**src/rtl/ddr3_init_refresh_seq_pkg.sv**
```systemverilog
`default_nettype none
// ============================================================================
// Module : ddr3_init_refresh_seq_pkg
// Brief  : Command encodings, MR bank codes and FSM states for the DDR3 sequencer.
// Rev    : 1.0
// ============================================================================
package ddr3_init_refresh_seq_pkg;

    localparam logic [3:0] CMD_NOP  = 4'b0111;
    localparam logic [3:0] CMD_MRS  = 4'b0000;
    localparam logic [3:0] CMD_REF  = 4'b0001;
    localparam logic [3:0] CMD_PREA = 4'b0010;
    localparam logic [3:0] CMD_ZQCL = 4'b0110;

    localparam logic [2:0] BA_MR0 = 3'd0;
    localparam logic [2:0] BA_MR1 = 3'd1;
    localparam logic [2:0] BA_MR2 = 3'd2;
    localparam logic [2:0] BA_MR3 = 3'd3;

    localparam logic [12:0] ADDR_A10 = 13'h0400;

    localparam int         OWED_W      = 4;
    localparam logic [3:0] OWED_MAX    = 4'd9;
    localparam logic [3:0] OWED_URGENT = 4'd8;

    localparam int WAIT_W = 17;

    typedef enum logic [3:0] {
        ST_RST  = 4'd0,
        ST_CKEW = 4'd1,
        ST_XPR  = 4'd2,
        ST_MR2  = 4'd3,
        ST_MR3  = 4'd4,
        ST_MR1  = 4'd5,
        ST_MR0  = 4'd6,
        ST_ZQ   = 4'd7,
        ST_IDLE = 4'd8,
        ST_PRE  = 4'd9,
        ST_REF  = 4'd10
    } seq_state_t;

    // A state entered with this load lasts exactly t cycles.
    function automatic logic [WAIT_W-1:0] wait_load(input int t);
        return WAIT_W'(t - 1);
    endfunction

endpackage
`default_nettype wire

```
**src/rtl/ddr3_init_refresh_seq_timer.sv**
```systemverilog
`default_nettype none
// ============================================================================
// Module : ddr3_init_refresh_seq_timer
// Brief  : tREFI credit timer with a saturating count of owed refreshes.
// Rev    : 1.0
// ============================================================================
module ddr3_init_refresh_seq_timer
    import ddr3_init_refresh_seq_pkg::*;
#(
    parameter int T_REFI = 1560
) (
    input  logic              clk,
    input  logic              rst_n,
    input  logic              en,
    input  logic              ref_issued,
    output logic [OWED_W-1:0] owed,
    output logic              req,
    output logic              urgent
);

    localparam int TICK_W = $clog2(T_REFI);

    logic [TICK_W-1:0] tick;
    logic              expire;
    logic [OWED_W-1:0] owed_nx;

    assign expire = en && (tick == '0);

    // A credit landing on the REF cycle cancels out against it.
    always_comb begin
        owed_nx = owed;
        if (expire && !ref_issued) begin
            if (owed != OWED_MAX) owed_nx = owed + 1'b1;
        end else if (ref_issued && !expire) begin
            if (owed != '0) owed_nx = owed - 1'b1;
        end
    end

    always_ff @(posedge clk or negedge rst_n) begin
        if (!rst_n) begin
            tick   <= TICK_W'(T_REFI - 1);
            owed   <= '0;
            req    <= 1'b0;
            urgent <= 1'b0;
        end else begin
            if (en) tick <= expire ? TICK_W'(T_REFI - 1) : tick - 1'b1;
            owed   <= owed_nx;
            req    <= (owed_nx != '0);
            urgent <= (owed_nx >= OWED_URGENT);
        end
    end

endmodule
`default_nettype wire

```
**src/rtl/ddr3_init_refresh_seq.sv**
```systemverilog
`default_nettype none
// ============================================================================
// Module : ddr3_init_refresh_seq
// Brief  : DDR3 power-up/init sequencer followed by negotiated periodic refresh.
// Rev    : 1.0
// ============================================================================
module ddr3_init_refresh_seq
    import ddr3_init_refresh_seq_pkg::*;
#(
    parameter int          T_RST    = 40000,
    parameter int          T_CKE    = 100000,
    parameter int          T_XPR    = 64,
    parameter int          T_MRD    = 4,
    parameter int          T_MOD    = 12,
    parameter int          T_ZQINIT = 512,
    parameter int          T_RP     = 6,
    parameter int          T_RFC    = 88,
    parameter int          T_REFI   = 1560,
    parameter logic [12:0] MR0_VAL  = 13'h0520,
    parameter logic [12:0] MR1_VAL  = 13'h0044,
    parameter logic [12:0] MR2_VAL  = 13'h0000,
    parameter logic [12:0] MR3_VAL  = 13'h0000
) (
    input  logic        clk,
    input  logic        rst_n,
    output logic        dram_rst_n,
    output logic        cke,
    output logic [3:0]  cmd_n,
    output logic [2:0]  ba,
    output logic [12:0] addr,
    output logic        seq_own,
    output logic        init_done,
    output logic        ref_req,
    output logic        ref_urgent,
    input  logic        ref_ack
);

    seq_state_t        state, state_nx;
    logic [WAIT_W-1:0] wait_cnt, wait_cnt_nx;
    logic [3:0]        cmd_nx;
    logic [2:0]        ba_nx;
    logic [12:0]       addr_nx;
    logic              dram_rst_nx, cke_nx, own_nx, done_nx;
    logic              adv, ref_issued;
    logic [OWED_W-1:0] owed;

    // Outputs are computed for the state being entered, so each command
    // appears on the bus for exactly the first cycle of its state.
    always_comb begin
        state_nx    = state;
        wait_cnt_nx = wait_cnt;
        cmd_nx      = CMD_NOP;
        ba_nx       = '0;
        addr_nx     = '0;
        dram_rst_nx = dram_rst_n;
        cke_nx      = cke;
        own_nx      = seq_own;
        done_nx     = init_done;
        ref_issued  = 1'b0;

        if (state == ST_IDLE) adv = (owed != '0) && ref_ack;
        else                  adv = (wait_cnt == '0);

        if (wait_cnt != '0) wait_cnt_nx = wait_cnt - 1'b1;

        if (adv) begin
            case (state)
                ST_RST: begin
                    state_nx = ST_CKEW; wait_cnt_nx = wait_load(T_CKE); dram_rst_nx = 1'b1;
                end
                ST_CKEW: begin
                    state_nx = ST_XPR; wait_cnt_nx = wait_load(T_XPR); cke_nx = 1'b1;
                end
                ST_XPR: begin
                    state_nx = ST_MR2; wait_cnt_nx = wait_load(T_MRD);
                    cmd_nx = CMD_MRS; ba_nx = BA_MR2; addr_nx = MR2_VAL;
                end
                ST_MR2: begin
                    state_nx = ST_MR3; wait_cnt_nx = wait_load(T_MRD);
                    cmd_nx = CMD_MRS; ba_nx = BA_MR3; addr_nx = MR3_VAL;
                end
                ST_MR3: begin
                    state_nx = ST_MR1; wait_cnt_nx = wait_load(T_MRD);
                    cmd_nx = CMD_MRS; ba_nx = BA_MR1; addr_nx = MR1_VAL;
                end
                ST_MR1: begin
                    state_nx = ST_MR0; wait_cnt_nx = wait_load(T_MOD);
                    cmd_nx = CMD_MRS; ba_nx = BA_MR0; addr_nx = MR0_VAL;
                end
                ST_MR0: begin
                    state_nx = ST_ZQ; wait_cnt_nx = wait_load(T_ZQINIT);
                    cmd_nx = CMD_ZQCL; addr_nx = ADDR_A10;
                end
                ST_ZQ: begin
                    state_nx = ST_IDLE; done_nx = 1'b1; own_nx = 1'b0;
                end
                ST_IDLE: begin
                    state_nx = ST_PRE; wait_cnt_nx = wait_load(T_RP);
                    own_nx = 1'b1; cmd_nx = CMD_PREA; addr_nx = ADDR_A10;
                end
                ST_PRE: begin
                    state_nx = ST_REF; wait_cnt_nx = wait_load(T_RFC);
                    cmd_nx = CMD_REF; ref_issued = 1'b1;
                end
                ST_REF: begin
                    state_nx = ST_IDLE; own_nx = 1'b0;
                end
                default: begin
                    state_nx = ST_RST; wait_cnt_nx = wait_load(T_RST);
                end
            endcase
        end
    end

    always_ff @(posedge clk or negedge rst_n) begin
        if (!rst_n) begin
            state      <= ST_RST;
            wait_cnt   <= wait_load(T_RST);
            dram_rst_n <= 1'b0;
            cke        <= 1'b0;
            cmd_n      <= CMD_NOP;
            ba         <= '0;
            addr       <= '0;
            seq_own    <= 1'b1;
            init_done  <= 1'b0;
        end else begin
            state      <= state_nx;
            wait_cnt   <= wait_cnt_nx;
            dram_rst_n <= dram_rst_nx;
            cke        <= cke_nx;
            cmd_n      <= cmd_nx;
            ba         <= ba_nx;
            addr       <= addr_nx;
            seq_own    <= own_nx;
            init_done  <= done_nx;
        end
    end

    // Enabling on the next-state value starts the first tREFI on the init_done edge.
    ddr3_init_refresh_seq_timer #(
        .T_REFI (T_REFI)
    ) u_timer (
        .clk        (clk),
        .rst_n      (rst_n),
        .en         (done_nx),
        .ref_issued (ref_issued),
        .owed       (owed),
        .req        (ref_req),
        .urgent     (ref_urgent)
    );

endmodule
`default_nettype wire

```
**config.mk**
```make
export PLATFORM = sky130hd
export DESIGN_NAME = ddr3_init_refresh_seq
export DESIGN_NICKNAME = d
export VERILOG_FILES = /design/src/rtl/ddr3_init_refresh_seq_pkg.sv /design/src/rtl/ddr3_init_refresh_seq_timer.sv /design/src/rtl/ddr3_init_refresh_seq.sv
export SDC_FILE = /design/constraint.sdc
export NUM_CORES = 1
export LEC_CHECK = 0
export CAP_MARGIN = 20
export CORE_ASPECT_RATIO = 0.8
export CORE_MARGIN = 2
export CORE_UTILIZATION = 55
export CTS_BUF_LIST = sky130_fd_sc_hd__clkbuf_4 sky130_fd_sc_hd__clkbuf_8
export DETAILED_ROUTE_END_ITERATION = 12
export DONT_BUFFER_PORTS = 1
export PLACE_DENSITY = 0.72
export SLEW_MARGIN = 15
export SYNTH_ARGS = -nofsm -noshare
export SYNTH_HDL_FRONTEND = slang
export SYNTH_SLANG_ARGS = --single-unit
```
**constraint.sdc**
```tcl
create_clock -name clk -period 3.9 [get_ports clk]
set_input_delay 0.39 -clock clk [delete_from_list [all_inputs] [get_ports clk]]
set_output_delay 0.39 -clock clk [all_outputs]
set_load 0.05 [all_outputs]
```
After elaboration in Yosys (flattened, before gate mapping)
Cells that the tools add are included.
{ "classes": {"addsub": 4, "order_cmp": 1, "eq_ne": 11, "muxes": 21, "n_reduce_logical": 20} }
{ "ops": {"columns": ["cell", "n"], "rows": [
  ["one-hot mux 17 bit (8 select lines)", 1],
  ["one-hot mux 4 bit (10 select lines)", 1],
  ["2-to-1 mux 17 bit", 2],
  ["one-hot mux 11 bit (3 select lines)", 1],
  ["2-to-1 mux 11 bit", 2],
  ["logical NOT 17 bit", 1],
  ["nonzero test 17 bit", 1],
  ["subtractor 17 x 1 -> 17 bit, second input constant", 1],
  ["== test 4 x 3 -> 1 bit, second input constant", 4],
  ["2-to-1 mux 4 bit", 4],
  ["== test 4 bit, second input constant", 3],
  ["one-hot mux 3 bit (4 select lines)", 1],
  ["logical NOT 11 bit", 1],
  ["subtractor 11 x 1 -> 11 bit, second input constant", 1],
  ["== test 4 x 2 -> 1 bit, second input constant", 2],
  ["nonzero test 4 bit", 2],
  ["one-hot mux 2 bit (3 select lines)", 1],
  ["AND reduction 2 bit", 3],
  ["2-to-1 mux 1 bit", 5],
  ["adder 4 x 1 -> 4 bit, second input constant", 1],
  ["== test 4 x 1 -> 1 bit, second input constant", 1],
  ["greater-or-equal comparator 4 bit, second input constant", 1],
  ["logical AND 1 bit", 4],
  ["logical NOT 4 bit", 1],
  ["other kinds (10)", 12]
]} }
{ "word_totals": {"register_bits": 62, "input_bits": 3, "output_inout_bits": 26, "wordCells": 70} }

Longest topological paths before layout
{ "depth": {"ltp_word": 10, "depth_mapped": 10, "depth_no_buf": 9} }

Modules after synthesis
A second synthesis with hierarchy kept.
{ "unflattened": {"hier_cells": 324, "area_unflattened_um2": 3051.7} }
{ "modules_own_cells": {"columns": ["mod", "instances", "cells_each", "area_per_inst_um2", "seq_area_each_um2"], "rows": [
  ["ddr3_init_refresh_seq", 1, 225, 2078.2, 843.3],
  ["ddr3_init_refresh_seq_timer", 1, 99, 973.4, 432.9]
]} }

Worst setup path before layout
Ideal clock, no wire load.
{ "synth_timing": {"path_type": "register to register", "startpoint": "reg wait_cnt[0]", "endpoint": "reg u_timer.req", "setup_ns": 0.124, "arrival_ns": 2.341, "slack_ns": 1.435, "path_stages_with_launch": 10, "path_buffers": 1, "cell_sequence": "dfstp_2 inv_1 ha_1 nor4b_1 and4_4 a32o_2 buf_6 nor2b_2 or4_1 a211o_1"} }
{ "synth_between": {"elab_chain_len": 9, "word_cells_on_any_way": 12, "cone_classes": "mux: 5; reduce/logical: 7"} }
{ "synth_rtl": {"columns": ["element", "line_no", "rtl"], "rows": [
  ["start, declared", "ddr3_init_refresh_seq.sv:39", "logic [WAIT_W-1:0] wait_cnt, wait_cnt_nx;"],
  ["start signal, assigned", "ddr3_init_refresh_seq.sv:118", "wait_cnt <= wait_load(T_RST);"],
  ["start signal, assigned", "ddr3_init_refresh_seq.sv:128", "wait_cnt <= wait_cnt_nx;"],
  ["logical NOT 17 bit (*)", "ddr3_init_refresh_seq.sv:62", "else adv = (wait_cnt == '0);"],
  ["2-to-1 mux 1 bit (*)", "ddr3_init_refresh_seq.sv:61", "if (state == ST_IDLE) adv = (owed != '0) && ref_ack;"],
  ["2-to-1 mux 1 bit", "ddr3_init_refresh_seq.sv:66", "if (adv) begin"],
  ["logical AND 1 bit", "ddr3_init_refresh_seq_timer.sv:27", "assign expire = en && (tick == '0);"],
  ["logical NOT 1 bit", "ddr3_init_refresh_seq_timer.sv:34", "end else if (ref_issued && !expire) begin"],
  ["logical AND 1 bit", "ddr3_init_refresh_seq_timer.sv:34", null],
  ["2-to-1 mux 4 bit", "ddr3_init_refresh_seq_timer.sv:34", null],
  ["2-to-1 mux 4 bit (*)", "ddr3_init_refresh_seq_timer.sv:32", "if (expire && !ref_issued) begin"],
  ["nonzero test 4 bit (*)", "ddr3_init_refresh_seq_timer.sv:48", "req <= (owed_nx != '0);"],
  ["end signal, assigned", "ddr3_init_refresh_seq_timer.sv:48", null],
  ["end, declared", "ddr3_init_refresh_seq_timer.sv:17", "output logic req,"]
]} }
Every way passes the cells marked *; elsewhere a longest branch is shown, timed or not.
A chain may end at the register's enable or synchronous reset.

Worst setup path after layout
{ "layout_timing": {"startpoint": "reg u_timer.owed[0]", "endpoint": "reg wait_cnt[6]"} }
{ "layout_between": {"elab_chain_len": 4} }
{ "layout_rtl": {"columns": ["element", "line_no", "rtl"], "rows": [
  ["start, declared", "ddr3_init_refresh_seq_timer.sv:16", "output logic [OWED_W-1:0] owed,"],
  ["start signal, assigned", "ddr3_init_refresh_seq_timer.sv:47", "owed <= owed_nx;"],
  ["nonzero test 4 bit", "ddr3_init_refresh_seq.sv:61", null],
  ["logical AND 1 bit", "ddr3_init_refresh_seq.sv:61", null],
  ["2-to-1 mux 1 bit", "ddr3_init_refresh_seq.sv:61", null],
  ["2-to-1 mux 17 bit", "ddr3_init_refresh_seq.sv:66", null],
  ["net wait_cnt_nx[6]", "ddr3_init_refresh_seq.sv:39", null]
]} }
The timed path passes the listed nets, and every way through them passes these cells.

==> results.md <==
* Adder and majority gate portion of the synthesized area at 2.79%
* Endpoint arrival time on the critical path at 2.92 ns
* Worst Hold Class: input port to flip-flop
* Most frequent cells in the layout: sky130_fd_sc_hd__nor2_1, sky130_fd_sc_hd__dfrtp_1, sky130_fd_sc_hd__nand2_1, sky130_fd_sc_hd__o21ai_0, sky130_fd_sc_hd__dfstp_2
* Fraction of final layout cells sized beyond drive strength 1 at 16.2%
* Detail Placement HPWL at 4.63 mm
* Hold depth at 2
* Ys async rst share at 100%
* Worst-path fanout max at 17
* Post-synthesis cell count at 350
* Distinct cell type count after synthesis at 64
* Worst min-delay path endpoint: seq_own
* CTS clock-pin slew for the worst setup and hold paths at 0.10 ns
* Overflow left after global routing at 0
* Startpoint of the worst register-to-register path: u_timer.owed[0]
* Via Count at 2502
* Parity-gate share of the synthesized area counting xor and xnor cells at 5.02%
* Seq cells post-synth at 50
* Leak at 1.27 nW
* Number of hold violations in the final report at 0
* Dominant combinational cell family by area after synthesis: simple AND/OR/NAND/NOR gates
* Status: completed
* Area grow syn2layout at 2.91%
* Number of global-route vias before repair at 2346
* Minimum hold slack at 0.446 ns
* Final layout net count at 348
* Clock latency reported for the late side of the worst-skew pair at 0.31 ns
* Vias per cell at 6.00
* Number of setup buffers added after CTS at 0
* Path depth of the worst reg2reg path at 7
* IO Pins at 29
* Kind of start point of the critical path: flip-flop
* Antenna fix cells at 0
* Antenna violations before repair at 1
* Synthesized area per cell at 8.98 um^2
* Post-synthesis instance area at 0.00314 mm^2
* Count of standard-cell rows at 24
* Height of the die at 71.6 um
* Compound-cell area share of the yosys netlist at 15.6%
* Sequential cell area fraction in the yosys report at 40.6%
* Clock buffers created by TritonCTS at 5
* Worst Setup Path Type: flip-flop to flip-flop
* Max Cap Violations at 0
* Endpoint class of the critical path: flip-flop
* Worst slew margin relative to its limit at 42.6%
* Number of filler instances in the final layout at 481
* Instance count after placement with tap cells included at 407
* R2R setup slack at 1.18 ns
* Unrepaired setup endpoints after global routing: no
* Area of the placeable core at 0.00550 mm^2
* Peak supply drop at 0.137 mV
* Per-cell routed wire length at 16.2 um
* Maximum number of pins on one net before global-route repair at 51
* Most common cell after layout, fill and taps aside: sky130_fd_sc_hd__nor2_1
* Slew at the pin with the worst max-slew slack at 0.862 ns
* Aggregate global-route resource usage at 23.1%
* Pwr per Cell Area at 265 mW/mm^2
* Dominant register cell in the synthesized netlist: sky130_fd_sc_hd__dfrtp_1
* Worst reg2reg path endpoint: wait_cnt[6]
* Initial Util at 57.2%
* Number of max-slew violations in the final report at 0
* Multiplexer area fraction after synthesis at 2.67%
* Tcrit/Tclk final at 69.8%
* Simple-gate portion of the synthesized area at 26.1%
* EDFF count, synth at 0
* Yosys synthesis warning count at 0
* Clock sinks at 50
* Data required time of the critical path at 4.10 ns
* Floorplan die width at 88.5 um
* Total length of routed wires at 6.76 mm
* Root buffer cell: sky130_fd_sc_hd__clkbuf_8
* First-pass GRT wire length at 11.6 mm
* First-pass DRT Iterations at 5
* ANT nets after route at 0
* Number of violations reported at the end of detailed-routing iteration 0 at 234
* Area of the die at 0.00634 mm^2
* Setup Total Neg Slack at 0 ns
* CTS tree: built
* Number of levels in the clock H-tree at 2
* Clock tree skew after final layout at 0.0106 ns
* Count of input and output buffers at 0
* Setup violations, final at 0
* Time the final worst path needs with I/O delays and setup at 2.72 ns
* Total DRC errors in the routed layout at 0
* Longest Clk Path Bufs at 2
* Routability Congestion at 0.838
* Final Non-Filler Cells at 417
* F_max at 367 MHz
* HP Start: ref_ack
[metal layers]
layer  vias to the layer above  GRT usage (%)  part of all wire, %
li1                       1216              -                    -
met5                         -              0                 0.16
met4                         2           5.05                 0.64
met2                        83           33.5                   43
met1                      1195           35.9                   51
met3                         6           4.49                  5.4
[how the worst max path moves through the flow]
stage | cells after the start | slack, ns | startpoint | to
global route | 5 | 0.99 | state[1] | wait_cnt[6]
finish | 7 | 1.18 | u_timer.owed[0] | wait_cnt[6]
CTS | 7 | 1.22 | u_timer.owed[0] | wait_cnt[6]
floorplan | 9 | 1.44 | wait_cnt[0] | u_timer.req
global placement | 5 | 1.33 | state[1] | wait_cnt[6]
detailed placement | 5 | 1.22 | state[1] | wait_cnt[6]
[through the flow]
stage	worst slack, ns	power [mW]	instance area [um^2]	util [%]
final	1.18	0.856	3230	58.9
after global routing	0.988	0.896	3230	58.9
after CTS	1.22	0.869	3230	58.9
after detailed placement	1.22	0.549	3110	56.5
after global placement	1.33	0.549	3110	56.5
after floorplan	1.44	0.557	3180	-
[flip-flops by register name, indices dropped and copies added, names as in the netlist]
register        flops
cmd_n               3
u_timer.req         1
ba                  2
u_timer.urgent      1
dram_rst_n          1
state               4
cke                 1
seq_own             1
u_timer.tick       11
init_done           1
u_timer.owed        4
wait_cnt           17
addr                3
[Yosys cell counts (3+ instances only)]
cell type / instances / share of area, %
sky130_fd_sc_hd__o22ai_1: 4 / 0.80
sky130_fd_sc_hd__a31oi_1: 4 / 0.80
sky130_fd_sc_hd__or4_1: 3 / 0.72
sky130_fd_sc_hd__nand4_1: 10 / 2.0
sky130_fd_sc_hd__ha_1: 7 / 2.8
sky130_fd_sc_hd__nand2b_1: 5 / 1.0
sky130_fd_sc_hd__dfrtp_1: 30 / 24
sky130_fd_sc_hd__nand2_1: 26 / 3.1
sky130_fd_sc_hd__buf_2: 5 / 0.80
sky130_fd_sc_hd__mux2_2: 3 / 1.1
sky130_fd_sc_hd__nor2_1: 34 / 4.1
sky130_fd_sc_hd__nor2b_1: 3 / 0.60
sky130_fd_sc_hd__o21ai_0: 25 / 4.0
sky130_fd_sc_hd__xnor2_1: 3 / 0.84
sky130_fd_sc_hd__xor2_1: 15 / 4.2
sky130_fd_sc_hd__nor4b_1: 3 / 0.84
sky130_fd_sc_hd__nor4_2: 4 / 1.6
sky130_fd_sc_hd__a21oi_2: 3 / 0.84
sky130_fd_sc_hd__clkbuf_1: 13 / 1.6
sky130_fd_sc_hd__buf_4: 12 / 2.9
sky130_fd_sc_hd__inv_1: 12 / 1.4
sky130_fd_sc_hd__a21oi_1: 11 / 1.8
sky130_fd_sc_hd__dfstp_2: 20 / 17
sky130_fd_sc_hd__a211oi_1: 3 / 0.72
sky130_fd_sc_hd__nor3b_1: 3 / 0.72
sky130_fd_sc_hd__nor4_1: 4 / 0.80
sky130_fd_sc_hd__o211ai_1: 3 / 0.72
sky130_fd_sc_hd__nand3_1: 13 / 2.1
sky130_fd_sc_hd__mux2i_1: 5 / 1.6
sky130_fd_sc_hd__nor3_1: 19 / 3.0
[what timing repair did]
item | in CTS | in global routing
resized for setup | 0 | 0
endpoints found under the hold margin | 50 | 0
hold buffers | 2 | 0
setup endpoints to repair | 0 | 0
[report_power, final]
group / internal, mW / switching, mW / leakage (nW) / total (mW)
Clock: 0.126 / 0.176 / 0.0441 / 0.302
Sequential: 0.519 / 0 / 0.595 / 0.519
Combinational: 0.00357 / 0.0312 / 0.630 / 0.0348
Total: 0.649 / 0.207 / 1.27 / 0.856
[critical path, stage by stage (launching register included)]
cell and delay, ns:
sky130_fd_sc_hd__dfrtp_1 0.49, sky130_fd_sc_hd__inv_1 0.10, sky130_fd_sc_hd__ha_1 0.21, sky130_fd_sc_hd__or3b_2 0.47, sky130_fd_sc_hd__and3_1 0.24, sky130_fd_sc_hd__a21oi_2 0.55
sky130_fd_sc_hd__o221ai_1 0.22, sky130_fd_sc_hd__a211o_1 0.33
[final cells by class]
class                      count  area (um^2)  area share (%)
tap                           78         97.6            3.02
timing repair buffer           3         45.0            1.39
clock inverter                 3         21.3           0.658
inverter                      13         48.8            1.51
multi-input combinational    265         1680            51.8
sequential                    50         1280            39.5
clock buffer                   5         68.8            2.13
[logic make-up after synthesis]
kind of cell | count (synthesis)
AND/OR/NAND/NOR | 146
AO/OA/AOI/OAI | 76
flip-flops | 50
buffers and inverters | 44
XOR/XNOR | 18
multiplexers | 8
adder cells (fa/ha/maj) | 7
other | 1
Power figures use the tool's default switching activity.
